--- config.mk ---
export PLATFORM = sky130hd
export DESIGN_NAME = uart_rx
export DESIGN_NICKNAME = d
export VERILOG_FILES = /design/src/rtl/uart_rx_pkg.sv /design/src/rtl/sync_2ff.sv /design/src/rtl/uart_rx.sv
export SDC_FILE = /design/constraint.sdc
export NUM_CORES = 1
export LEC_CHECK = 0
export ABC_AREA = 1
export CAP_MARGIN = 15
export CORE_ASPECT_RATIO = 1.2
export CORE_MARGIN = 5
export CORE_UTILIZATION = 40
export DETAILED_ROUTE_END_ITERATION = 8
export GPL_TIMING_DRIVEN = 0
export MAX_ROUTING_LAYER = met4
export SKIP_CTS_REPAIR_TIMING = 1
export SLEW_MARGIN = 20
export SYNTH_ARGS = -nofsm -noshare
export SYNTH_HDL_FRONTEND = slang
export SYNTH_HIERARCHICAL = 1
export SYNTH_SLANG_ARGS = --single-unit
--- constraint.sdc ---
create_clock -name clk_96mhz -period 1.55 [get_ports clk_96mhz]
set_input_delay 0.155 -clock clk_96mhz [delete_from_list [all_inputs] [get_ports clk_96mhz]]
set_output_delay 0.155 -clock clk_96mhz [all_outputs]
set_load 0.02 [all_outputs]
--- src/rtl/uart_rx_pkg.sv ---
// Shared UART definitions: default clocking, receiver state encoding, helpers.
package uart_rx_pkg;

    localparam int unsigned DEF_CLK_FREQ = 96_000_000;
    localparam int unsigned DEF_BAUD     = 3_000_000;

    typedef enum logic [2:0] {
        ST_IDLE,
        ST_START,
        ST_DATA,
        ST_STOP,
        ST_RECOVER
    } rx_state_e;

    // 2-of-3 vote used to filter a bit from three mid-bit samples.
    function automatic logic maj3(input logic a, input logic b, input logic c);
        return (a & b) | (a & c) | (b & c);
    endfunction

endpackage

--- src/rtl/sync_2ff.sv ---
// Two-flop synchronizer for a single asynchronous bit.
module sync_2ff #(
    parameter logic RESET_VAL = 1'b1
) (
    input  logic clk_i,
    input  logic rst_i,
    input  logic d_i,
    output logic q_o
);

    logic meta_q;
    logic sync_q;

    // Both stages reset to RESET_VAL so an idle line reads idle straight out of reset.
    always_ff @(posedge clk_i or posedge rst_i) begin
        if (rst_i) begin
            meta_q <= RESET_VAL;
            sync_q <= RESET_VAL;
        end else begin
            meta_q <= d_i;
            sync_q <= meta_q;
        end
    end

    assign q_o = sync_q;

endmodule

--- src/rtl/uart_rx.sv ---
// 8N1 UART receiver: synchronized input, mid-bit 3-sample majority vote,
// one-cycle ready / framing-error pulses, stop bit not waited out.
module uart_rx
    import uart_rx_pkg::*;
#(
    parameter int unsigned CLK_FREQ = DEF_CLK_FREQ,
    parameter int unsigned BAUD     = DEF_BAUD
) (
    input  logic       clk_96mhz,
    input  logic       reset,
    input  logic       rxd,
    output logic [7:0] rxd_data,
    output logic       rxd_data_ready,
    output logic       framing_error
);

    localparam int unsigned CPB = CLK_FREQ / BAUD;
    localparam int unsigned H   = CPB / 2;
    localparam int unsigned TW  = $clog2(CPB);

    localparam logic [TW-1:0] T_LAST = TW'(CPB - 1);
    localparam logic [TW-1:0] T_S0   = TW'(H - 1);
    localparam logic [TW-1:0] T_S1   = TW'(H);
    localparam logic [TW-1:0] T_DEC  = TW'(H + 1);

    if (CPB < 8) begin : g_bad_cpb
        $error("uart_rx: CLK_FREQ/BAUD must be at least 8");
    end

    logic rs;

    sync_2ff #(
        .RESET_VAL (1'b1)
    ) u_sync (
        .clk_i (clk_96mhz),
        .rst_i (reset),
        .d_i   (rxd),
        .q_o   (rs)
    );

    rx_state_e     state_q, state_d;
    logic [TW-1:0] timer_q, timer_d;
    logic [2:0]    bit_idx_q, bit_idx_d;
    logic [7:0]    shift_q, shift_d;
    logic          s0_q, s0_d;
    logic          s1_q, s1_d;
    logic [7:0]    data_q, data_d;
    logic          ready_q, ready_d;
    logic          ferr_q, ferr_d;

    logic maj;
    logic decide;

    assign maj    = maj3(s0_q, s1_q, rs);
    assign decide = (timer_q == T_DEC);

    // State and datapath registers.
    always_ff @(posedge clk_96mhz or posedge reset) begin
        if (reset) begin
            state_q   <= ST_IDLE;
            timer_q   <= '0;
            bit_idx_q <= '0;
            shift_q   <= '0;
            s0_q      <= 1'b0;
            s1_q      <= 1'b0;
            data_q    <= '0;
            ready_q   <= 1'b0;
            ferr_q    <= 1'b0;
        end else begin
            state_q   <= state_d;
            timer_q   <= timer_d;
            bit_idx_q <= bit_idx_d;
            shift_q   <= shift_d;
            s0_q      <= s0_d;
            s1_q      <= s1_d;
            data_q    <= data_d;
            ready_q   <= ready_d;
            ferr_q    <= ferr_d;
        end
    end

    // Next-state, bit timing, sampling and output pulse generation.
    always_comb begin
        state_d   = state_q;
        timer_d   = timer_q;
        bit_idx_d = bit_idx_q;
        shift_d   = shift_q;
        s0_d      = s0_q;
        s1_d      = s1_q;
        data_d    = data_q;
        ready_d   = 1'b0;
        ferr_d    = 1'b0;

        // Timer free-runs across START/DATA/STOP so every decision lands
        // exactly CPB cycles after the previous one.
        if (state_q == ST_START || state_q == ST_DATA || state_q == ST_STOP) begin
            timer_d = (timer_q == T_LAST) ? '0 : timer_q + TW'(1);
            if (timer_q == T_S0) s0_d = rs;
            if (timer_q == T_S1) s1_d = rs;
        end

        case (state_q)
            ST_IDLE: begin
                timer_d   = '0;
                bit_idx_d = '0;
                if (!rs) state_d = ST_START;
            end
            ST_START: begin
                if (decide) begin
                    if (maj) begin
                        state_d = ST_IDLE;
                    end else begin
                        state_d   = ST_DATA;
                        bit_idx_d = '0;
                    end
                end
            end
            ST_DATA: begin
                if (decide) begin
                    shift_d = {maj, shift_q[7:1]};
                    if (bit_idx_q == 3'd7) state_d = ST_STOP;
                    else                   bit_idx_d = bit_idx_q + 3'd1;
                end
            end
            ST_STOP: begin
                if (decide) begin
                    if (maj) begin
                        data_d  = shift_q;
                        ready_d = 1'b1;
                        state_d = ST_IDLE;
                    end else begin
                        ferr_d  = 1'b1;
                        state_d = ST_RECOVER;
                    end
                end
            end
            ST_RECOVER: begin
                timer_d = '0;
                if (rs) state_d = ST_IDLE;
            end
            default: begin
                state_d = ST_IDLE;
                timer_d = '0;
            end
        endcase
    end

    assign rxd_data       = data_q;
    assign rxd_data_ready = ready_q;
    assign framing_error  = ferr_q;

endmodule

==> results of run 1 <==
power by group through the flow:
| stage | combinational (W) | clock, W | sequential [W] |
|---|---|---|---|
| after floorplan | 0.000438 | 0 | 0.00106 |
| after global placement | 0.000514 | 0 | 0.00107 |
| after detailed placement | 0.000531 | 0 | 0.00108 |
| after CTS | 0.000534 | 0.000870 | 0.00106 |
| after global routing | 0.000716 | 0.000903 | 0.00108 |
| final | 0.000615 | 0.000841 | 0.00107 |
layout by cell type, fill, tap and decap left out:
| master | count |
|---|---|
| nand2_1 | 45 |
| dfrtp_1 | 31 |
| inv_1 | 19 |
| nor2_1 | 17 |
| clkdlybuf4s50_1 | 12 |
| nand3_1 | 8 |
| o21ai_0 | 7 |
| ha_1 | 7 |
| clkbuf_8 | 6 |
| a21oi_1 | 5 |
| o21ai_2 | 4 |
| nor2_2 | 3 |
| nand4_1 | 3 |
| buf_4 | 3 |
| nand2_2 | 2 |
| buf_6 | 2 |
| inv_2 | 2 |
| dfstp_2 | 2 |
| nand3_4 | 1 |
| nor2_4 | 1 |
| a21oi_4 | 1 |
| nand3_2 | 1 |
| or2_2 | 1 |
| or2_4 | 1 |
| xnor2_1 | 1 |
| xor2_1 | 1 |
| and3_1 | 1 |
| bufinv_16 | 1 |
| clkbuf_1 | 1 |
metrics by stage:
step	util, %	hold WS (ps)	setup TNS (ps)	std cells
after floorplan	-	66.5	0	166
after global placement	46.5	346	-1660	230
after detailed placement	46.5	348	-66.4	230
after CTS	49.7	237	-131	238
after global routing	51.0	270	-32.7	241
final	51.0	240	0	241
how the worst min path moves through the flow:
stage,cells past startpoint,slack [ps],startpoint,endpoint
2_1_floorplan,1,70,reset,u_sync/meta_q
3_3_place_gp,0,350,u_sync/meta_q,u_sync/q_o
3_5_place_dp,0,350,u_sync/meta_q,u_sync/q_o
4_1_cts,2,240,reset,u_sync/meta_q
5_1_grt,2,270,reset,u_sync/q_o
6_report,2,240,reset,u_sync/q_o
flip-flops by register name (all words and copies together) (netlist names):
register	count
rxd_data_ready	1
rxd_data	8
shift_q	8
state_q	3
timer_q	5
u_sync/meta_q	1
u_sync/q_o	1
framing_error	1
bit_idx_q	3
s1_q	1
s0_q	1
routing by layer:
| layer | up-vias | wire length (µm) | GRT usage [%] |
|---|---|---|---|
| met4 | 0 | 79 | 6.71 |
| met5 | - | 0 | - |
| met1 | 530 | 1250 | 14.9 |
| li1 | 561 | - | - |
| met2 | 13 | 1310 | 18.9 |
| met3 | 5 | 89 | 4.53 |
cells in the mapped netlist, drive strengths merged:
cell type,n,area [µm²]
a21oi,6,30.0
and3,1,6.26
buf,2,22.5
dfrtp,31,776
dfstp,2,52.6
ha,7,87.6
inv,21,78.8
nand2,47,179
nand3,10,55.1
nand4,3,18.8
nor2,21,93.8
o21ai,11,70.1
or2,2,15.0
xnor2,1,8.76
xor2,1,8.76
cell families (layout without fill, tap and decap cells):
kind of cell	count (synthesis)	after routing	synth area share [%]
flip-flops	33	33	55.1
AO/OA/AOI/OAI	17	17	6.66
XOR/XNOR	2	2	1.17
buffers and inverters	23	46	6.74
adder cells (fa/ha/maj)	7	7	5.83
AND/OR/NAND/NOR	84	84	24.5
layout make-up:
class	instances	area [µm²]	share of cell area (%)
plain buffers	2	22.5	1.22
flip-flops and latches	33	828	44.7
inverters	21	78.8	4.25
clock buffers	7	86.3	4.66
clock inverters	1	30.0	1.62
repair buffers	15	143	7.70
well taps	52	65.1	3.51
multi-input cells	110	599	32.3
worst max-delay path, stage by stage (launching register included):
cell	delay (ps)
dfrtp_1	380
ha_1	200
ha_1	180
inv_1	70
nand2_1	90
a21oi_4	210
nand3_2	120
nand2_1	80
nand2_1	50
==> flow_summary_export.csv, run 1 <==
group,metric,value,unit
run_status,status,"finished clean",
logic_synthesis,postSynthAreaPerCell,9.05,µm²
power_and_ir_drop,p_switching,0.000801,W
floorplan,core,3630,µm²
detailed_routing,detail_route.iter0.violations,61,
power_and_ir_drop,ir_drop,0.633,mV
power_and_ir_drop,p_clk_share,33.4,%
setup_path,crit_type,"reg -> reg",
floorplan,die_area,5090,µm²
floorplan,io_pins,13,
logic_synthesis,synthCells,166,
cells_and_area,layout.nets,198,
setup_path,reg2reg_depth,8,
global_route,grt_pass1_wl,4.82,mm
power_and_ir_drop,p_comb_share,24.4,%
setup_path,cp.arrival,1660,ps
flow_run,drv_cap,0,
detailed_routing,wl,2.72,mm
cts,cts_made_buffers,5,
sta,fin_skew,4.03,ps
detailed_routing,avgViaCountPerCell,4.60,
logic_synthesis,syn_area,1500,µm²
sta,period_needed,1480,ps
place,preCtsSetupSlack,-23.2,ps
cts,clk_pin_slew,70,ps
logic_synthesis,yosysUniqueCellTypes,21,
sta,finalSetupViolCount,0,
global_route,grt_pass1_vias,1088,
floorplan,initial_utilization,41.4,%
power_and_ir_drop,power.total,0.00252,W
cells_and_area,antenna_cells,0,
place,gp_congestion,0.765,
place,portBuffers,12,
detailed_routing,vias,1109,
floorplan,die_h,77.1,µm
detailed_routing,dr.pass1.iters,4,
cts,clock_sinks,33,
setup_path,r2r_end,"bit_idx_q[2]",
global_route,grt_antenna_before_repair,0,
cts,clock_latency,290,ps
cts,cts_tree,"built",
logic_synthesis,ys_warn_count,6,
cells_and_area,layout-drive-gt1-share,16.4,%
sta,slew_headroom,57.8,%
sta,hold_viol,0,
cts,htree_levels,2,
detailed_routing,drc,0,
cells_and_area,fill_cells,337,
cells_and_area,area_growth,23.3,%
sta,tightest_slew,632,ps
power_and_ir_drop,p_per_area,1360,nW/µm²
sta,period_share,95.3,%
cells_and_area,design_area,1850,µm²
detailed_routing,drt.antenna.violating_nets,0,
setup_path,cp-start-kind,"flip-flop",
sta,worst_slack,73.0,ps
global_route,overflow,0,
power_and_ir_drop,internal-power,0.00172,W
power_and_ir_drop,p_seq_share,42.3,%
floorplan,num_rows,24,
setup_path,r2r-start,"bit_idx_q[0]",
logic_synthesis,yosysSeqAreaShare,55.1,%
cts,cts_buffer_depth,2,
sta,fmax,677,MHz
global_route,grt.total_usage,12.7,%
logic_synthesis,synth-seq-cells,33,
global_route,grt_max_degree,32,
setup_path,worstSetupStartpoint,"bit_idx_q[0]",
power_and_ir_drop,p_leak,0.919,nW
cts,clockRootBuffer,"clkbuf_8",
sta,maxSlewViolCount,0,
floorplan,die-width,66.0,µm
setup_path,crit_fanout,4,
place,placed_cell_area,1690,µm²
detailed_routing,wl_per_cell,11.3,µm
power_and_ir_drop,switching_share,31.8,%
logic_synthesis,syn-num-nets,176,
setup_path,required,1730,ps
setup_path,cp-end-kind,"flip-flop",
setup_path,rrSetupSlack,70,ps
setup_path,endpoint,"bit_idx_q[2]",
worst_hold_path,min_path_type,"in -> async",
place,place_hpwl,1.86,mm
Note: power is estimated with default switching activity, not from simulation.
==> inputs of run 2 (changes only) <==
--- a/config.mk
+++ b/config.mk
@@ -13,6 +13,7 @@
 export DETAILED_ROUTE_END_ITERATION = 8
 export GPL_TIMING_DRIVEN = 0
 export MAX_ROUTING_LAYER = met4
+export RECOVER_POWER = 50
 export SKIP_CTS_REPAIR_TIMING = 1
 export SLEW_MARGIN = 20
 export SYNTH_ARGS = -nofsm -noshare
==> flow_summary_export.csv, run 2 (synthesis gave the netlist of run 1 again) <==
group,metric,value,unit
run_status,status,"finished clean",
sta,hold_viol,0,
flow_run,drv_cap,0,
global_route,grt_pass1_wl,4.82,mm
setup_path,cp-start-kind,"flip-flop",
worst_hold_path,min_from,"u_sync/meta_q",
floorplan,io_pins,13,
cells_and_area,layout-drive-gt1-share,16.4,%
cts,cts_buffer_depth,2,
floorplan,initial_utilization,41.4,%
cells_and_area,mostFrequentLayoutCells,"nand2_1, dfrtp_1, inv_1, nor2_1, clkdlybuf4s50_1",
cts,htree_levels,2,
setup_path,r2r-start,"bit_idx_q[0]",
setup_path,required,1730,ps
floorplan,die-width,66.0,µm
detailed_routing,avgViaCountPerCell,4.60,
setup_path,rrSetupSlack,70,ps
cts,clk_pin_slew,70,ps
power_and_ir_drop,p_per_area,1360,nW/µm²
place,place_hpwl,1.86,mm
sta,period_needed,1480,ps
place,portBuffers,12,
setup_path,cp-end-kind,"flip-flop",
worst_hold_path,min_path_type,"reg -> reg",
cells_and_area,antenna_cells,0,
sta,period_share,95.3,%
cts,cts_tree,"built",
cts,clock_latency,290,ps
detailed_routing,wl,2.72,mm
setup_path,crit_type,"reg -> reg",
setup_path,crit_fanout,4,
global_route,overflow,0,
sta,fin_skew,4.03,ps
global_route,grt.total_usage,12.7,%
worst_hold_path,holdPathEnd,"u_sync/q_o",
global_route,grt_max_degree,32,
cells_and_area,layout_commonest_cell,"nand2_1",
floorplan,die_area,5090,µm²
cells_and_area,layout.nets,198,
power_and_ir_drop,ir_drop,0.631,mV
detailed_routing,drc,0,
cells_and_area,area_growth,23.3,%
sta,finalSetupViolCount,0,
cts,clock_sinks,33,
setup_path,reg2reg_depth,8,
floorplan,num_rows,24,
sta,maxSlewViolCount,0,
power_and_ir_drop,p_leak,0.920,nW
sta,fmax,677,MHz
cts,cts_made_buffers,5,
setup_path,crit_chain,"ha_1 > ha_1 > inv_1 > nand2_1 > a21oi_4 > nand3_2 > nand2_1 > nand2_1",
setup_path,r2r_end,"bit_idx_q[2]",
detailed_routing,vias,1109,
setup_path,cp.arrival,1660,ps
setup_path,slowest_stage,"dfrtp_1",
sta,holdWs,356,ps
detailed_routing,drt.antenna.violating_nets,0,
sta,slew_headroom,57.8,%
setup_path,crit_top_cell,"nand2_1",
worst_hold_path,hold_depth,0,
cts,clockRootBuffer,"clkbuf_8",
sta,tightest_slew,632,ps
setup_path,slowest_delay,380,ps
global_route,grt_antenna_before_repair,0,
global_route,grt_pass1_vias,1088,
detailed_routing,wl_per_cell,11.3,µm
floorplan,core,3630,µm²
detailed_routing,detail_route.iter0.violations,61,
place,gp_congestion,0.765,
detailed_routing,dr.pass1.iters,4,
power_and_ir_drop,power.total,0.00252,W
cells_and_area,fin_util,51.0,%
floorplan,die_h,77.1,µm
run 2: area by class of cell:
cell class	instances	area, µm²
inverters	21	78.8
clock inverters	1	30.0
repair buffers	15	143
clock buffers	7	86.3
well taps	52	65.1
plain buffers	2	22.5
flip-flops and latches	33	828
multi-input cells	110	599
fillers	337	1780
run 2: metrics by stage:
stage	instance area (µm²)	setup WS, ps	std cells	setup TNS, ps
after CTS	1800	-48.1	238	-131
after detailed placement	1690	-23.2	230	-66.4
after global routing	1850	-17.5	241	-32.7
final	1850	73.0	241	0
after global placement	1690	-55.1	230	-1660
after floorplan	1500	134	166	0
run 2: critical path, delay by kind of cell (launching register included):
family	cells	cell delay (ps)
flip-flops	1	380
adder cells (fa/ha/maj)	2	380
AND/OR/NAND/NOR	4	340
AO/OA/AOI/OAI	1	210
buffers and inverters	1	70
run 2: report_power, final:
part           switching [W]  internal [W]  leakage (nW)
Combinational       0.000377      0.000237         0.418
Sequential          0.000107      0.000958         0.443
Clock               0.000317      0.000524        0.0585
run 2: how the worst max path moves through the flow:
stage	startpoint	endpoint	slack, ps
after global routing	bit_idx_q[0]	bit_idx_q[1]	-20
after CTS	bit_idx_q[0]	bit_idx_q[2]	-50
after detailed placement	bit_idx_q[0]	bit_idx_q[0]	-20
after floorplan	bit_idx_q[0]	bit_idx_q[0]	130
after global placement	reset	rxd_data[3]	-60
final	bit_idx_q[0]	bit_idx_q[2]	70
run 2: layer usage:
metal / part of all wire (%) / wire [µm] / track usage [%]
met5: 0 / 0 / -
met4: 2.9 / 79 / 6.71
met3: 3.3 / 89 / 4.53
met2: 48 / 1310 / 18.9
met1: 46 / 1250 / 14.9
==> inputs of run 3 (changes only) <==
==> constraint.sdc (replaced) <==
create_clock -name clk_96mhz -period 1.8 [get_ports clk_96mhz]
set_input_delay 0.18 -clock clk_96mhz [delete_from_list [all_inputs] [get_ports clk_96mhz]]
set_output_delay 0.18 -clock clk_96mhz [all_outputs]
set_load 0.02 [all_outputs]
==> flow_summary_export.csv, run 3 (synthesis gave the netlist of run 1 again) <==
group,metric,value,unit
detailed_routing,drt.antenna.violating_nets,0,
setup_path,cp-start-kind,"flip-flop",
power_and_ir_drop,p_leak,0.901,nW
floorplan,io_pins,13,
cts,cts_tree,"built",
floorplan,num_rows,24,
setup_path,cp.arrival,1760,ps
setup_path,slowest_stage,"dfrtp_1",
detailed_routing,wl_per_cell,11.1,µm
cells_and_area,multi_input_area,571,µm²
detailed_routing,dr.pass1.iters,4,
setup_path,crit_type,"reg -> reg",
place,portBuffers,12,
floorplan,die_h,77.1,µm
cts,clk_pin_slew,70,ps
cells_and_area,final-seq-area,828,µm²
cells_and_area,antenna_cells,0,
detailed_routing,drc,0,
cells_and_area,layout_commonest_cell,"nand2_1",
floorplan,die-width,66.0,µm
power_and_ir_drop,p_per_area,1160,nW/µm²
global_route,overflow,0,
power_and_ir_drop,power.total,0.00209,W
cells_and_area,stdcell_count,238,
cells_and_area,layout.nets,195,
sta,period_share,87.8,%
detailed_routing,detail_route.iter0.violations,62,
setup_path,cp-end-kind,"flip-flop",
flow_run,drv_cap,0,
power_and_ir_drop,ir_drop,0.542,mV
global_route,grt.total_usage,12.7,%
run_status,status,"finished clean",
detailed_routing,vias,1081,
place,gp_congestion,0.765,
cells_and_area,fill_cells,344,
sta,fmax,633,MHz
global_route,grt_pass1_vias,1088,
sta,slew_headroom,23.1,%
cells_and_area,area_growth,19.9,%
sta,hold_viol,0,
cells_and_area,mostFrequentLayoutCells,"nand2_1, dfrtp_1, inv_1, nor2_1, clkdlybuf4s50_1",
cts,clock_sinks,33,
global_route,grt_antenna_before_repair,0,
floorplan,initial_utilization,41.4,%
cts,clockRootBuffer,"clkbuf_8",
worst_hold_path,min_path_type,"reg -> reg",
sta,fin_skew,3.46,ps
detailed_routing,wl,2.64,mm
place,dpl.cell_count,230,
setup_path,crit_chain,"ha_1 > ha_1 > inv_1 > nand2_1 > a21oi_1 > nand3_1 > nand2_1 > nand2_1",
place,place_hpwl,1.86,mm
setup_path,slowest_delay,400,ps
global_route,grt_pass1_wl,4.82,mm
cells_and_area,layout-drive-gt1-share,11.8,%
sta,tightest_slew,1150,ps
sta,period_needed,1580,ps
cts,cts_made_buffers,5,
setup_path,required,1980,ps
sta,maxSlewViolCount,0,
sta,finalSetupViolCount,0,
setup_path,crit_fanout,4,
global_route,grt_max_degree,32,
cts,htree_levels,2,
sta,setup_tns,0,ps
cts,clock_latency,290,ps
detailed_routing,avgViaCountPerCell,4.54,
cts,cts_buffer_depth,2,
sta,rsz0062_at_grt,"no",
setup_path,crit_top_cell,"nand2_1",
floorplan,die_area,5090,µm²
floorplan,core,3630,µm²
[run 3: cell count changes in the layout (fill, tap and decap cells not counted), sizes merged]
cell  before  now
buf        5    2
[run 3: cell type report]
cell class | count | share of cell area [%]
sequential | 33 | 46.0
multi-input combinational | 110 | 31.7
clock inverter | 1 | 1.67
clock buffer | 7 | 4.79
buffer | 2 | 1.25
inverter | 21 | 4.37
tap | 52 | 3.61
timing repair buffer | 12 | 6.67
[run 3: worst paths after layout]
check	from	end	slack (ps)	cells after the start
setup / recovery	bit_idx_q[0]	bit_idx_q[2]	220	8
hold / removal	u_sync/meta_q	u_sync/q_o	360	0
setup reg to reg	bit_idx_q[0]	bit_idx_q[2]	220	8
hold reg to reg	u_sync/meta_q	u_sync/q_o	360	0
max in group asynchronous	reset	timer_q[2]	450	2
min in group asynchronous	reset	u_sync/q_o	380	2
[run 3: per-layer routing]
layer | global-route usage (%) | wire length (µm)
met3 | 4.53 | 87
met5 | - | 0
met4 | 6.71 | 52
met2 | 18.9 | 1270
met1 | 14.9 | 1230
[run 3: power breakdown]
group          internal (W)  switching (W)  leakage (nW)
clock network      0.000451       0.000272        0.0585
registers          0.000825      0.0000905         0.443
logic              0.000164       0.000284         0.400
total               0.00144       0.000646         0.901
[run 3: metrics by stage]
| step | util, % | area (µm²) | hold slack [ps] | setup WS (ps) |
|---|---|---|---|---|
| 2_1_floorplan | - | 1500 | 91.5 | 384 |
| 3_3_place_gp | 46.5 | 1690 | 346 | 170 |
| 3_5_place_dp | 46.5 | 1690 | 348 | 227 |
| 4_1_cts | 49.7 | 1800 | 262 | 202 |
| 5_1_grt | 49.6 | 1800 | 364 | 75.0 |
| 6_report | 49.6 | 1800 | 356 | 219 |
[run 3: critical path, delay by kind of cell, from the launching register on]
kind                       cells  cell delay (ps)
AOI/OAI and AO/OA              1              260
adders and majority gates      2              390
buffers and inverters          1               70
DFF                            1              400
and+or+nand+nor                4              360
